==> config.mk <==
export PLATFORM = sky130hd
export DESIGN_NAME = serial_subtractor_ctrl_flat
export DESIGN_NICKNAME = d
export VERILOG_FILES = /design/src/rtl/serial_subtractor_ctrl_pkg.sv /design/src/rtl/serial_subtractor_ctrl_if.sv /design/src/rtl/serial_subtractor_ctrl_cell.sv /design/src/rtl/serial_subtractor_ctrl.sv /design/src/flat_wrapper.sv
export SDC_FILE = /design/constraint.sdc
export NUM_CORES = 1
export LEC_CHECK = 0
export CAP_MARGIN = 30
export CORE_MARGIN = 1.5
export CORE_UTILIZATION = 51
export DETAILED_ROUTE_END_ITERATION = 8
export HOLD_SLACK_MARGIN = 0.08
export PLACE_DENSITY = 0.77
export SETUP_SLACK_MARGIN = 0.5
export SLEW_MARGIN = 20
export SYNTH_ARGS = -nofsm -noshare
export SYNTH_HDL_FRONTEND = slang
export SYNTH_SLANG_ARGS = --single-unit
==> constraint.sdc <==
create_clock -name clk -period 1.6 [get_ports clk]
set_input_delay 0.4 -clock clk [delete_from_list [all_inputs] [get_ports clk]]
set_output_delay 0.4 -clock clk [all_outputs]
set_load 0.005 [all_outputs]
==> src/rtl/serial_subtractor_ctrl_pkg.sv <==
// serial_sub_pkg: shared definitions for the bit-serial subtractor controller.
//   - state_e   : controller states (IDLE, SHIFT, DONE)
//   - WIDTH_MIN : smallest supported operand width
//   - WIDTH_MAX : largest supported operand width
package serial_sub_pkg;

  typedef enum logic [1:0] {
    IDLE  = 2'd0,
    SHIFT = 2'd1,
    DONE  = 2'd2
  } state_e;

  localparam int unsigned WIDTH_MIN = 32'd2;
  localparam int unsigned WIDTH_MAX = 32'd32;

endpackage

==> src/rtl/serial_subtractor_ctrl_if.sv <==
// serial_subtractor_ctrl_if: start/done handshake and operand/result bus
// of the bit-serial subtractor.
//   start, a, b          : requester -> subtractor
//   busy, done, diff,
//   borrow_out           : subtractor -> requester
//   zero, eq_lt          : extra result flags, present only when
//                          SERIAL_SUB_FLAGS_EN is defined
// Modports: master (requester side), slave (subtractor side).
interface serial_subtractor_ctrl_if #(
  parameter int WIDTH = 8
);

  logic             start;
  logic [WIDTH-1:0] a;
  logic [WIDTH-1:0] b;
  logic             busy;
  logic             done;
  logic [WIDTH-1:0] diff;
  logic             borrow_out;
`ifdef SERIAL_SUB_FLAGS_EN
  logic             zero;
  logic [1:0]       eq_lt;
`endif

  modport master (
    output start, a, b,
    input  busy, done, diff, borrow_out
`ifdef SERIAL_SUB_FLAGS_EN
    , input zero, eq_lt
`endif
  );

  modport slave (
    input  start, a, b,
    output busy, done, diff, borrow_out
`ifdef SERIAL_SUB_FLAGS_EN
    , output zero, eq_lt
`endif
  );

endinterface

==> src/rtl/serial_subtractor_ctrl_cell.sv <==
// serial_sub_cell: combinational one-bit full-subtract cell.
//   ai_i, bi_i  : minuend / subtrahend bit
//   br_i        : incoming borrow
//   d_o         : difference bit
//   br_next_o   : outgoing borrow
// Built as two cascaded half-subtractors whose borrows are ORed; the two
// borrows can never both be set, so OR is exact.
module serial_sub_cell (
  input  logic ai_i,
  input  logic bi_i,
  input  logic br_i,
  output logic d_o,
  output logic br_next_o
);

  logic d1_s;
  logic b1_s;
  logic b2_s;

  // first half-subtract: ai - bi
  assign d1_s = ai_i ^ bi_i;
  assign b1_s = ~ai_i & bi_i;

  // second half-subtract: (ai - bi) - br
  assign d_o  = d1_s ^ br_i;
  assign b2_s = ~d1_s & br_i;

  assign br_next_o = b1_s | b2_s;

endmodule

==> src/rtl/serial_subtractor_ctrl.sv <==
// serial_subtractor_ctrl: computes (a - b) mod 2^WIDTH one bit per clock,
// LSB first, reusing a single borrow cell.
//   clk  : rising-edge clock
//   rst  : synchronous active-high reset
//   bus  : serial_subtractor_ctrl_if.slave (start/a/b in; busy/done/diff/
//          borrow_out out; zero/eq_lt out when SERIAL_SUB_FLAGS_EN defined)
// Parameter WIDTH: operand width, WIDTH_MIN..WIDTH_MAX from serial_sub_pkg.
// Latency from accepted start to done is WIDTH+1 cycles; results are held
// between completions and only update on the edge that enters DONE.
module serial_subtractor_ctrl
  import serial_sub_pkg::*;
#(
  parameter int WIDTH = 8
) (
  input  logic                    clk,
  input  logic                    rst,
  serial_subtractor_ctrl_if.slave bus
);

  localparam int CW = $clog2(WIDTH);
  localparam logic [CW-1:0] CNT_LAST = CW'(WIDTH - 1);
  localparam logic [CW-1:0] CNT_ONE  = CW'(1);

  state_e           state_q, state_d;
  logic [WIDTH-1:0] a_sh_q, a_sh_d;
  logic [WIDTH-1:0] b_sh_q, b_sh_d;
  logic [WIDTH-1:0] d_sh_q, d_sh_d;
  logic [WIDTH-1:0] diff_q, diff_d;
  logic [CW-1:0]    cnt_q, cnt_d;
  logic             br_q, br_d;
  logic             bor_q, bor_d;
  logic             busy_q, busy_d;
  logic             done_q, done_d;
  logic             cell_d_s;
  logic             cell_br_s;
`ifdef SERIAL_SUB_FLAGS_EN
  logic             zacc_q, zacc_d;
  logic             zero_q, zero_d;
  logic [1:0]       eq_lt_q, eq_lt_d;
`endif

  serial_sub_cell u_cell (
    .ai_i      (a_sh_q[0]),
    .bi_i      (b_sh_q[0]),
    .br_i      (br_q),
    .d_o       (cell_d_s),
    .br_next_o (cell_br_s)
  );

  // next-state, datapath and output-register next values
  always_comb begin
    state_d = state_q;
    a_sh_d  = a_sh_q;
    b_sh_d  = b_sh_q;
    d_sh_d  = d_sh_q;
    diff_d  = diff_q;
    cnt_d   = cnt_q;
    br_d    = br_q;
    bor_d   = bor_q;
`ifdef SERIAL_SUB_FLAGS_EN
    zacc_d  = zacc_q;
    zero_d  = zero_q;
    eq_lt_d = eq_lt_q;
`endif
    case (state_q)
      IDLE: begin
        if (bus.start) begin
          a_sh_d  = bus.a;
          b_sh_d  = bus.b;
          br_d    = 1'b0;
          cnt_d   = {CW{1'b0}};
`ifdef SERIAL_SUB_FLAGS_EN
          zacc_d  = 1'b0;
`endif
          state_d = SHIFT;
        end else begin
          state_d = IDLE;
        end
      end
      SHIFT: begin
        a_sh_d = {1'b0, a_sh_q[WIDTH-1:1]};
        b_sh_d = {1'b0, b_sh_q[WIDTH-1:1]};
        d_sh_d = {cell_d_s, d_sh_q[WIDTH-1:1]};
        br_d   = cell_br_s;
        cnt_d  = cnt_q + CNT_ONE;
`ifdef SERIAL_SUB_FLAGS_EN
        zacc_d = zacc_q | cell_d_s;
`endif
        if (cnt_q == CNT_LAST) begin
          // last bit: publish the fully shifted result on this same edge
          diff_d  = {cell_d_s, d_sh_q[WIDTH-1:1]};
          bor_d   = cell_br_s;
`ifdef SERIAL_SUB_FLAGS_EN
          zero_d  = ~(zacc_q | cell_d_s);
          eq_lt_d = {~(zacc_q | cell_d_s), cell_br_s};
`endif
          state_d = DONE;
        end else begin
          state_d = SHIFT;
        end
      end
      DONE: begin
        state_d = IDLE;
      end
      default: begin
        state_d = IDLE;
      end
    endcase
    // busy/done are registered decodes of the state being entered
    busy_d = (state_d == SHIFT);
    done_d = (state_d == DONE);
  end

  // state, datapath and output registers with synchronous reset
  always_ff @(posedge clk) begin
    if (rst) begin
      state_q <= IDLE;
      a_sh_q  <= {WIDTH{1'b0}};
      b_sh_q  <= {WIDTH{1'b0}};
      d_sh_q  <= {WIDTH{1'b0}};
      diff_q  <= {WIDTH{1'b0}};
      cnt_q   <= {CW{1'b0}};
      br_q    <= 1'b0;
      bor_q   <= 1'b0;
      busy_q  <= 1'b0;
      done_q  <= 1'b0;
`ifdef SERIAL_SUB_FLAGS_EN
      zacc_q  <= 1'b0;
      zero_q  <= 1'b0;
      eq_lt_q <= 2'b00;
`endif
    end else begin
      state_q <= state_d;
      a_sh_q  <= a_sh_d;
      b_sh_q  <= b_sh_d;
      d_sh_q  <= d_sh_d;
      diff_q  <= diff_d;
      cnt_q   <= cnt_d;
      br_q    <= br_d;
      bor_q   <= bor_d;
      busy_q  <= busy_d;
      done_q  <= done_d;
`ifdef SERIAL_SUB_FLAGS_EN
      zacc_q  <= zacc_d;
      zero_q  <= zero_d;
      eq_lt_q <= eq_lt_d;
`endif
    end
  end

  assign bus.busy       = busy_q;
  assign bus.done       = done_q;
  assign bus.diff       = diff_q;
  assign bus.borrow_out = bor_q;
`ifdef SERIAL_SUB_FLAGS_EN
  assign bus.zero       = zero_q;
  assign bus.eq_lt      = eq_lt_q;
`endif

endmodule

==> src/flat_wrapper.sv <==
// flat-port wrapper written by rule: the top's interface ports become plain ports
module serial_subtractor_ctrl_flat import serial_sub_pkg::*;
#(
  parameter int WIDTH = 8
)
  (clk, rst, bus_start, bus_a, bus_b, bus_busy, bus_done, bus_diff, bus_borrow_out);
  serial_subtractor_ctrl_if #(.WIDTH(WIDTH)) bus_i ();
  input  logic clk;
  input  logic rst;
  input wire logic [$bits(bus_i.start)-1:0] bus_start;
  input wire logic [$bits(bus_i.a)-1:0] bus_a;
  input wire logic [$bits(bus_i.b)-1:0] bus_b;
  output wire logic [$bits(bus_i.busy)-1:0] bus_busy;
  output wire logic [$bits(bus_i.done)-1:0] bus_done;
  output wire logic [$bits(bus_i.diff)-1:0] bus_diff;
  output wire logic [$bits(bus_i.borrow_out)-1:0] bus_borrow_out;
  assign bus_i.start = bus_start;
  assign bus_i.a = bus_a;
  assign bus_i.b = bus_b;
  assign bus_busy = bus_i.busy;
  assign bus_done = bus_i.done;
  assign bus_diff = bus_i.diff;
  assign bus_borrow_out = bus_i.borrow_out;
  serial_subtractor_ctrl #(.WIDTH(WIDTH)) u_core (.clk(clk), .rst(rst), .bus(bus_i));
endmodule
==> results.cfg, run 1 <==
[sta]
worst_slew_pin_slew_ps = 260.0
finalClockSkew_ps = 21.77
fin_tns_setup_ps = 0
maxSlewViolCount = 0
rsz0062_at_grt = true
max_freq_mhz = 784.1
max_slew_margin = 0.8267
setup_viol = 0
hold_violations = 0
period_needed_ps = 1275
finalCritPeriodShare = 0.7971

[critical_path]
regToRegSetupSlack_ps = 320
crit_fanout = 5
crit_path_start_kind = flip-flop
cp_common_cell = ha_4
criticalPathCategory = flip-flop to flip-flop
cp_cell_sequence = ha_4 > ha_4 > and3b_2 > nand2_2 > a21oi_2
worstPathRequired_ps = 1890
cp_top_family = simple AND/OR/NAND/NOR gates
cp-end-kind = flip-flop
cp.buffers_inverters = 0
arrival_ps = 1560
cp_slowest_cell = dfxtp_2
slowest_delay_ps = 380

[place]
dp_cells = 240
placed_area_um2 = 2112
port_buffers = 29
place.gp.congestion = 0.7269
place_hpwl_um = 2280

[drt]
wl_per_cell_um = 16.09
drc_errors = 0
drt-total-wl_um = 4263
dr.pass1.iters = 4
ant_nets = 0
drt-initial-drc-count = 60
routed_via_density = 5.366
via_count = 1422

[grt]
grt_max_degree = 41
grt_usage = 0.2461
overflow = 0
grt_pass1_wl_um = 6465
antenna_found_initial = 0
grt_pass1_vias = 1411

[clock_tree]
cts_buffers = 5
root_buffer = clkbuf_4
cts_tree = built
htree_levels = 2
cts.clk_slew.worst_paths_ps = 130
clk_latency_ps = 370
cts_sinks = 40
hold_buffers = 0
clock_path_buffers = 2

[yosys]
avgSynthCellArea_um2 = 10.08
seq_area_frac_synth = 0.4644
synth_compound_area_frac = 0.1858
syn_inst = 171
synthMuxAreaShare = 0.09289
yosysUniqueCellTypes = 27
synth-xor-area-share = 0
syn_nets = 193
synth-seq-cells = 40
synth_area_um2 = 1724
synthAdderAreaFrac = 0.02612
synth_top_family_by_area = compound AO/OA/AOI/OAI gates
synthSimpleGateAreaFrac = 0.1517
yosysWarnings = 0

[die]
die_x_um = 61.15
num_rows = 20
start_util = 0.5512
coreArea_um2 = 3128
die_area_um2 = 3739
ios = 30
fp.dieH_um = 61.15

[outcome]
status = completed

[finish]
fin_area_um2 = 2550
final_common_cell = nand2_1
multi_input_area_um2 = 985.9
seq_area_um2 = 824.5
nFillCells = 189
stdcell_count = 265
utilization = 0.8152
layout_common_cells = nand2_1, dfxtp_1, clkdlybuf4s50_1, a211oi_2, mux2i_1
antenna_cells = 0
final_nets = 243
drive_gt1_frac = 0.5023
area_growth_pct = 47.90

[power]
cellLeakagePower_uw = 0.0009544
vdd_drop_max_mv = 0.6023
power_uw = 2267
power.density_nw_per_um2 = 888.9

[flow_run]
drv_cap = 0

[hold_path]
holdCritPathClass = flip-flop to flip-flop
cells by family after synthesis:
family,count (synthesis)
buffers and inverters,15
adders and majority gates,3
AOI/OAI and AO/OA,37
DFF,40
muxes,16
and+or+nand+nor,60
tightest hold or removal path, delay by kind of cell, from the launching register on:
family	cells	cell delay, ps
and+or+nand+nor	1	60
AOI/OAI and AO/OA	1	40
DFF	1	350
metal layers:
metal / vias to the layer above / share of wire / track usage
li1: 692 / - / -
met1: 677 / 0.39 / 0.2810
met2: 44 / 0.52 / 0.4088
met3: 9 / 0.062 / 0.08613
met4: 0 / 0.022 / 0.1211
met5: - / 0 / 0
sequential cells by signal, indices dropped and copies added (netlist names):
| signal | count |
|---|---|
| u_core.bus.borrow_out | 1 |
| u_core.b_sh_q | 8 |
| u_core.d_sh_q | 7 |
| u_core.bus.busy | 1 |
| u_core.bus.diff | 8 |
| u_core.cnt_q | 3 |
| u_core.bus.done | 1 |
| u_core.a_sh_q | 8 |
| u_core.br_q | 1 |
| u_core.state_q | 2 |
synth_stat cells:
cell type	instances	area [µm²]
nor2_1	17	63.81
and3b_1	1	8.760
o21bai_1	1	7.510
a21oi_1	15	75.07
a211oi_1	1	7.510
dfxtp_1	40	800.8
nor2_2	6	37.54
inv_1	3	11.26
mux2i_1	16	160.2
nor3b_1	1	7.510
a2bb2oi_1	1	8.760
a211oi_2	14	175.2
dlymetal6s2s_1	2	25.02
buf_6	2	22.52
nand2_1	30	112.6
buf_12	2	40.04
nor3_1	2	10.01
o21ba_4	1	16.27
ha_1	2	25.02
a22oi_1	4	30.03
nand3b_1	1	7.510
buf_8	1	15.01
fa_1	1	20.02
buf_2	3	15.01
and2b_1	1	7.510
clkbuf_1	2	7.510
nand2b_1	1	6.260
final cells by class:
class / count / area share
inverter: 3 / 0.004416
clock inverter: 2 / 0.02355
tap: 44 / 0.02159
multi-input combinational: 117 / 0.3867
clock buffer: 5 / 0.01472
timing repair buffer: 54 / 0.2257
sequential: 40 / 0.3234
stage by stage:
| step | setup slack (ps) | hold slack, ps |
|---|---|---|
| 2_1_floorplan | 431.1 | 432.1 |
| 3_3_place_gp | -12.45 | 444.2 |
| 3_5_place_dp | -71.46 | 453.0 |
| 4_1_cts | 380.0 | 464.6 |
| 5_1_grt | 302.2 | 497.3 |
| 6_report | 324.7 | 474.7 |
what timing repair did:
item	CTS	global route
gates cloned	3	0
pin swaps	20	12
setup buffers	12	3
endpoints found under the hold margin	0	0
setup endpoints to repair	51	48
gates resized for setup	90	22
power by group:
part	switching, µW	internal, µW
combinational	164	210
clock	334	478
sequential	42.1	1040
total	540	1730
path summary, 6_finish.rpt:
path,from,end,cells after the start
worst max-delay path,u_core.cnt_q[0],u_core.bus.diff[7],5
worst min-delay path,u_core.d_sh_q[2],u_core.bus.diff[1],2
worst max register to register,u_core.cnt_q[0],u_core.bus.diff[7],5
worst min register to register,u_core.d_sh_q[2],u_core.bus.diff[1],2
No activity file was read; power rests on OpenSTA's default activity.
==> run 2, diff against run 1 <==
--- a/config.mk
+++ b/config.mk
@@ -7,10 +7,10 @@
 export LEC_CHECK = 0
 export CAP_MARGIN = 30
 export CORE_MARGIN = 1.5
-export CORE_UTILIZATION = 51
+export CORE_UTILIZATION = 46
 export DETAILED_ROUTE_END_ITERATION = 8
 export HOLD_SLACK_MARGIN = 0.08
-export PLACE_DENSITY = 0.77
+export PLACE_DENSITY = 0.74
 export SETUP_SLACK_MARGIN = 0.5
 export SLEW_MARGIN = 20
 export SYNTH_ARGS = -nofsm -noshare
==> constraint.sdc (replaced) <==
create_clock -name clk -period 1.1 [get_ports clk]
set_input_delay 0.275 -clock clk [delete_from_list [all_inputs] [get_ports clk]]
set_output_delay 0.275 -clock clk [all_outputs]
set_load 0.005 [all_outputs]
==> results.cfg, run 2 (synthesis gave the netlist of run 1 again) <==
[outcome]
violations = negative setup slack
status = finished with violations

[finish]
area_growth_pct = 53.34
final_nets = 246
drive_gt1_frac = 0.5600
layout_common_cells = nand2_1, dfxtp_1, clkdlybuf4s50_1, a211oi_2
antenna_cells = 0
nFillCells = 256

[power]
vdd_drop_max_mv = 0.8470
cellLeakagePower_uw = 0.0009910
power.density_nw_per_um2 = 1296

[sta]
fin_tns_setup_ps = -2129
finalClockSkew_ps = 7.969
max_slew_margin = 0.8455
maxSlewViolCount = 0
holdWs_ps = 452.9
finalCritPeriodShare = 1.178
hold_violations = 0
max_freq_mhz = 771.7
setup_ws_ps = -195.8
worst_slew_pin_slew_ps = 225.4
period_needed_ps = 1296
setup_viol = 32
rsz0062_at_grt = true

[place]
place.gp.congestion = 0.7682
place_hpwl_um = 2384
port_buffers = 29

[clock_tree]
cts_tree = built
cts_sinks = 40
root_buffer = clkbuf_8
cts_buffers = 5
htree_levels = 2
clock_path_buffers = 2
cts.clk_slew.worst_paths_ps = 80
clk_latency_ps = 300

[critical_path]
crit_fanout = 3
criticalPathCategory = flip-flop to flip-flop
r2r-start = u_core.cnt_q[1]
arrival_ps = 1500
rr_worst_depth = 7
worstPathRequired_ps = 1300
regToRegSetupSlack_ps = -200
crit_path_start_kind = flip-flop
r2r-end = u_core.state_q[0]
cp-end-kind = flip-flop

[grt]
grt_pass1_vias = 1364
grt_usage = 0.1978
grt_max_degree = 41
antenna_found_initial = 0
overflow = 0
grt_pass1_wl_um = 6141

[drt]
drt-initial-drc-count = 50
drc_errors = 0
via_count = 1429
top_layer_used = met4
routed_via_density = 5.234
ant_nets = 0
routed-wl-met2_um = 2197
met1Wirelength_um = 1808
dr.pass1.iters = 4
wl_met3_um = 171
wl_per_cell_um = 15.68
drt-total-wl_um = 4282

[hold_path]
holdCritPathClass = flip-flop to flip-flop
hold_start = u_core.bus.diff[3]
whs_path_depth = 2
hold_end = u_core.bus.diff[3]

[die]
die_x_um = 64.22
ios = 30
coreArea_um2 = 3633
num_rows = 22
die_area_um2 = 4124
start_util = 0.4745
fp.dieH_um = 64.22

[flow_run]
drv_cap = 0
run 2: layout make-up:
| cell class | instances | area, µm² | area share |
|---|---|---|---|
| clock inverter | 2 | 38.79 | 0.01467 |
| timing repair buffer | 57 | 586.8 | 0.2220 |
| tap | 48 | 60.06 | 0.02272 |
| inverter | 3 | 11.26 | 0.004259 |
| sequential | 40 | 825.8 | 0.3124 |
| multi-input combinational | 117 | 1039 | 0.3928 |
| clock buffer | 6 | 82.58 | 0.03124 |
run 2: how the worst max path moves through the flow:
stage	slack, ps	start	cells after the start	endpoint
after CTS	-170	u_core.cnt_q[1]	6	u_core.bus.borrow_out
after detailed placement	-490	bus_start	5	u_core.a_sh_q[1]
after floorplan	-70	u_core.cnt_q[0]	6	u_core.bus.borrow_out
after global routing	-260	u_core.cnt_q[1]	7	u_core.state_q[0]
final	-200	u_core.cnt_q[1]	7	u_core.state_q[0]
after global placement	-370	bus_start	5	u_core.a_sh_q[3]
run 2: stage by stage:
stage / setup WS [ps] / area [µm²] / total power, µW / utilization / instances
2_1_floorplan: -68.93 / 1802 / 1878 / - / 171
3_3_place_gp: -369.8 / 2183 / 1989 / 0.6009 / 249
3_5_place_dp: -487.1 / 2183 / 2012 / 0.6009 / 249
4_1_cts: -171.6 / 2384 / 3315 / 0.6560 / 262
5_1_grt: -257.5 / 2644 / 3550 / 0.7276 / 273
6_report: -195.8 / 2644 / 3425 / 0.7276 / 273
run 2: power breakdown:
group | switching [µW] | internal, µW
Clock | 515 | 741
Sequential | 65.8 | 1510
Combinational | 260 | 332
run 2: timing repair:
action / CTS / global route
endpoints found under the setup margin: 51 / 51
resized for setup: 76 / 37
pin swaps: 16 / 14
cloned: 0 / 3
buffers inserted: 5 / 8
hold buffers: 0 / 0
run 2: per-layer routing:
metal,vias up,track usage
li1,693,-
met3,11,0.05634
met4,0,0.1090
met1,696,0.2309
met5,-,0
met2,29,0.3255
run 2: critical path, cell delays in order (launching register included):
cell	delay [ps]
dfxtp_2	340
ha_4	160
ha_4	170
buf_4	130
buf_6	100
inv_2	40
mux2i_2	70
nor3_1	190
==> run 3, diff against run 2 <==
--- a/config.mk
+++ b/config.mk
@@ -8,6 +8,7 @@
 export CAP_MARGIN = 30
 export CORE_MARGIN = 1.5
 export CORE_UTILIZATION = 46
+export CTS_BUF_LIST = sky130_fd_sc_hd__clkbuf_8 sky130_fd_sc_hd__clkbuf_16
 export DETAILED_ROUTE_END_ITERATION = 8
 export HOLD_SLACK_MARGIN = 0.08
 export PLACE_DENSITY = 0.74
==> results of run 3 <==
The final DEF is identical to that of run 2; final timing and power are the same.
